$ cat src/rtl/trap_sequencer.sv
// Machine-mode trap sequencer: prioritises exceptions, the timer interrupt and mret,
// latches mcause/mtval/mepc values and sequences the fetch redirect through a flush bubble.
module trap_sequencer (
  input  logic        clk,
  input  logic        rst,
  input  logic        instrValid_i,
  input  logic [31:0] pc_i,
  input  logic [31:0] instr_i,
  input  logic [31:0] badAddr_i,
  input  logic        instrMisaligned_i,
  input  logic        illegalInstr_i,
  input  logic        ebreak_i,
  input  logic        ecall_i,
  input  logic        loadMisaligned_i,
  input  logic        storeMisaligned_i,
  input  logic        mret_i,
  input  logic        mtimeExc_i,
  input  logic [31:0] mtvec_i,
  input  logic [31:0] mepc_i,
  output logic        jumpingToMtvec_o,
  output logic [31:0] excCause_o,
  output logic [31:0] trapInfo_o,
  output logic [31:0] trapPc_o,
  output logic        mretRestore_o,
  output logic        pcOverride_o,
  output logic [31:0] pcOverrideValue_o,
  output logic        stall_o
);

  localparam int unsigned XLEN = 32;

  typedef enum logic [1:0] {StIdle, StTrap, StRet, StFlush} state_e;

  state_e            state_q;
  logic [XLEN-1:0]   cause_q, tval_q, epc_q;
  logic              jump_q, restore_q;

  logic              exc_det;
  logic [XLEN-1:0]   cause_d, tval_d;
  logic              accept, take_exc, take_mret;

  // Mode bits of mtvec are dropped: only direct mode is supported.
  logic unused_mtvec_mode;
  assign unused_mtvec_mode = ^mtvec_i[1:0];

  always_comb begin
    exc_det = 1'b1;
    cause_d = '0;
    tval_d  = '0;
    if (mtimeExc_i) begin
      cause_d = 32'h8000_0007;
    end else if (instrMisaligned_i) begin
      cause_d = 32'd0;
      tval_d  = badAddr_i;
    end else if (illegalInstr_i) begin
      cause_d = 32'd2;
      tval_d  = instr_i;
    end else if (ebreak_i) begin
      cause_d = 32'd3;
      tval_d  = pc_i;
    end else if (ecall_i) begin
      cause_d = 32'd11;
    end else if (loadMisaligned_i) begin
      cause_d = 32'd4;
      tval_d  = badAddr_i;
    end else if (storeMisaligned_i) begin
      cause_d = 32'd6;
      tval_d  = badAddr_i;
    end else begin
      exc_det = 1'b0;
    end
  end

  assign accept    = (state_q == StIdle) && instrValid_i && !rst;
  assign take_exc  = accept && exc_det;
  assign take_mret = accept && !exc_det && mret_i;

  always_ff @(posedge clk) begin
    if (rst) begin
      state_q   <= StIdle;
      cause_q   <= '0;
      tval_q    <= '0;
      epc_q     <= '0;
      jump_q    <= 1'b0;
      restore_q <= 1'b0;
    end else begin
      case (state_q)
        StIdle: begin
          if (take_exc) begin
            state_q <= StTrap;
            cause_q <= cause_d;
            tval_q  <= tval_d;
            epc_q   <= pc_i;
            jump_q  <= 1'b1;
          end else if (take_mret) begin
            state_q   <= StRet;
            restore_q <= 1'b1;
          end
        end
        StTrap: begin
          state_q <= StFlush;
          jump_q  <= 1'b0;
        end
        StRet: begin
          state_q   <= StFlush;
          restore_q <= 1'b0;
        end
        StFlush: state_q <= StIdle;
        default: state_q <= StIdle;
      endcase
    end
  end

  assign jumpingToMtvec_o  = jump_q;
  assign mretRestore_o     = restore_q;
  assign pcOverride_o      = jump_q | restore_q;
  assign pcOverrideValue_o = jump_q    ? {mtvec_i[31:2], 2'b00} :
                             restore_q ? mepc_i : '0;
  assign excCause_o        = cause_q;
  assign trapInfo_o        = tval_q;
  assign trapPc_o          = epc_q;
  // Detection stalls in the same cycle so the faulting instruction never retires.
  assign stall_o           = (state_q != StIdle) | take_exc | take_mret;

endmodule

$ cat config.mk
export PLATFORM = sky130hd
export DESIGN_NAME = trap_sequencer
export DESIGN_NICKNAME = d
export VERILOG_FILES = /design/src/rtl/trap_sequencer.sv
export SDC_FILE = /design/constraint.sdc
export NUM_CORES = 1
export LEC_CHECK = 0
export BUFFER_PORTS_ARGS = -buffer_cell sky130_fd_sc_hd__buf_2
export CAP_MARGIN = 15
export CORE_MARGIN = 5
export CORE_UTILIZATION = 35
export CTS_CLUSTER_DIAMETER = 60
export DETAILED_ROUTE_END_ITERATION = 10
export HOLD_SLACK_MARGIN = 0.06
export PLACE_DENSITY = 0.83
export SLEW_MARGIN = 20
export SYNTH_ARGS = -nofsm -noshare
export SYNTH_HDL_FRONTEND = slang
export SYNTH_SLANG_ARGS = --single-unit
$ cat constraint.sdc
create_clock -name clk -period 5.55 [get_ports clk]
set_clock_uncertainty 0.15 [all_clocks]
set_input_delay 0 -clock clk [delete_from_list [all_inputs] [get_ports clk]]
set_output_delay 0 -clock clk [all_outputs]
set_load 0.02 [all_outputs]
==> impl_metrics.toml <==
[placed_design]
post-place-ws_ns = 2.73
portBuffers = 273
hpwl_um = 12600
globalplace.congestion = 0.870

[timing]
rsz0062_at_grt = "false"
fin_ws_ns = 2.67
hold_viol_final = 0
period_needed_ns = 2.88
post-route-period-util_pct = 51.9
clock.fmax_mhz = 347
setup_violations = 0
drv_slew = 0
slew_headroom_pct = 25.0
tns_ns = 0
worst-slew-pin-transition_ns = 1.12

[synth]
synth.area.top_cells = "dfxtp_1 (36%), nand2_1 (9.3%), a21oi_1 (8.7%), o2bb2ai_1 (6.8%), a22o_1 (6.4%)"
yosysTopAreaCell = "dfxtp_1"
ys.flop_type = "dfxtp_1"
synthDistinctLibCells = 39
async_flop_share_pct = 0
synth_top_area_share_pct = 35.7
ys_top_cells_by_count = "nand2_1 (102), dfxtp_1 (73), a21oi_1 (71), o21ai_0 (35), nand2b_1 (33)"
synth_edf_count = 0
synth_area_per_cell_sq_um = 7.82
ys_ff_latch = 73
yosys.cell_count.top_type = "nand2_1"
yosys_warnings = 0
netlist_area_sq_um = 4100
synthCells = 524
seq_area_frac_synth_pct = 35.7

[global_route]
grt_pass1_wl_um = 29600
antenna_found_initial = 0
globalRouteTotalUtil_pct = 26.2
grt_max_degree = 69
grt_pass1_vias = 5489
overflow = 0

[critical_path]
start_kind = "primary input"
critPathSlowestCell = "o21ai_4"
crit_type = "in2reg"
cp_num_buf_inv = 3
path_cells = "dlygate4sd3_1, buf_2, or4_4, o21ai_4, nor3_1, dlygate4sd3_1, nor2_1"
cp_max_fo = 37
path_delay_family = "buffers and inverters"
worstPathRequired_ns = 5.67
crit_top_cell = "dlygate4sd3_1"
end_kind = "register"
worstPathArrival_ns = 3.00
cpPeakStageDelay_ns = 0.88

[power]
leakagePower_uw = 0.00323
internal-power_uw = 1260
finalPower_uw = 2010
power.switching_uw = 753
cellPowerDensity_nw_per_um2 = 298
ir_drop_uv = 210
pwr-share-clk_pct = 29.1
p_seq_share_pct = 32.1
pwr-share-comb_pct = 38.8
p_sw_share_pct = 37.5

[clocking]
cts_tree = "built"
root_buffer = "clkbuf_16"
cts_sinks = 73
clk_latency_ns = 0.32
cts_buffers = 9
cts_setup_buffers = 0
path_clk_slew_ns = 0.06
cts_max_level = 3
clock_path_buffers = 2

[routing]
routedWlPerCell_um = 19.2
dr.pass1.iters = 5
routed_wl_um = 19500
antenna_left = 0
vias = 5482
drcViolationCount = 0
drtIter0Drc = 319
vias_per_cell = 5.40

[cells_and_area]
finalNetCount = 1042
drive_gt1_share_pct = 34.7
syn2layout_area_growth_pct = 64.5

[run]
max_cap_violations = 0

[floorplanning]
die_h_um = 118
dieArea_sq_um = 14000
io_pins = 303
initial_core_util_pct = 35.7
rows = 39
core_area_sq_um = 11500
dieWidth_um = 118

[min_path]
hold_path_class = "in2reg"

[status]
status = "finished, final reports clean"
[power groups by stage]
stage	combinational (uW)	sequential, uW	clock (uW)
after CTS	760	642	590
after global placement	683	649	0
after global routing	830	654	618
after floorplan	395	698	0
after detailed placement	689	652	0
final	779	646	584
[cells by family (layout without fill, tap and decap cells)]
group	after synthesis	after routing	synth area share [%]
simple gates	155	155	17.5
flops	73	73	35.7
buf+inv	78	399	10.4
fa+ha+maj	4	4	1.22
compound gates	213	213	35.2
other cells	1	28	0.0915
[area by class of cell]
type | count | area (sq um)
inverter | 5 | 18.8
multi-input combinational | 399 | 2340
sequential | 73 | 1460
antenna | 1 | 2.50
clock inverter | 4 | 53.8
clock buffer | 11 | 243
timing repair buffer | 379 | 2440
fill | 1011 | 4730
tap | 143 | 179
[sequential cells by signal, summed over array words and instances (netlist names)]
signal,cells
trapInfo_o,32
trapPc_o,32
excCause_o,5
state_q,2
jumpingToMtvec_o,1
mretRestore_o,1
[tightest hold or removal path: cells and delay by family]
family	cells	cell delay (ns)
buffers and inverters	1	0.10
AOI/OAI and AO/OA	4	0.41
[cells in the final DEF, fill, tap and decap left out, drive strengths merged]
cell and instances:
clkbuf 11, nor4 1, dlygate4sd3 102, or4 1, a22oi 32, nand3b 1, buf 277, clkinv 1
or2 1, dfxtp 73, nor2 4, o311ai 1, and2 2, conb 27, a211o 1, nor3 5
ha 4, clkinvlp 2, o2bb2ai 32, a21oi 71, a221o 1, a221oi 2, o31ai 2, diode 1
o21a 2, a31o 1, nand2 102, or3 1, and3b 1, nor4b 1, inv 5, nand2b 33
bufinv 1, o21ai 36, a311oi 1, a31oi 1, a22o 30, nor2b 1, nand4 1
[layer usage]
metal	vias to the layer above	global-route usage, %	wire length (um)
met5	-	0	0
met1	2525	27.5	6610
met4	0	13.9	1040
met2	373	46.7	9920
li1	2507	-	-
met3	77	8.12	1940
[what timing repair did]
item,4_1_cts,5_1_grt
resized for setup,0,0
endpoints found under the hold margin,72,0
hold buffers,102,0
endpoints found under the setup margin,0,0
[per-stage QoR]
step	instances	hold slack (ns)	util (%)	cell area, sq um
after global placement	896	0.104	47.0	5390
final	1015	0.0680	58.8	6740
after global routing	1014	0.153	58.8	6740
after floorplan	550	-0.0140	-	4200
after detailed placement	896	0.108	47.0	5390
after CTS	1013	0.0830	58.5	6700
[worst paths after layout]
check | slack, ns | cells after the start | to | from
max reg2reg | 2.94 | 7 | excCause_o[1] | state_q[0]
min reg2reg | 0.30 | 2 | trapPc_o[7] | trapPc_o[7]
min | 0.07 | 5 | trapInfo_o[0] | instr_i[0]
max | 2.67 | 7 | excCause_o[1] | loadMisaligned_i
Power figures use the tool's default switching activity.
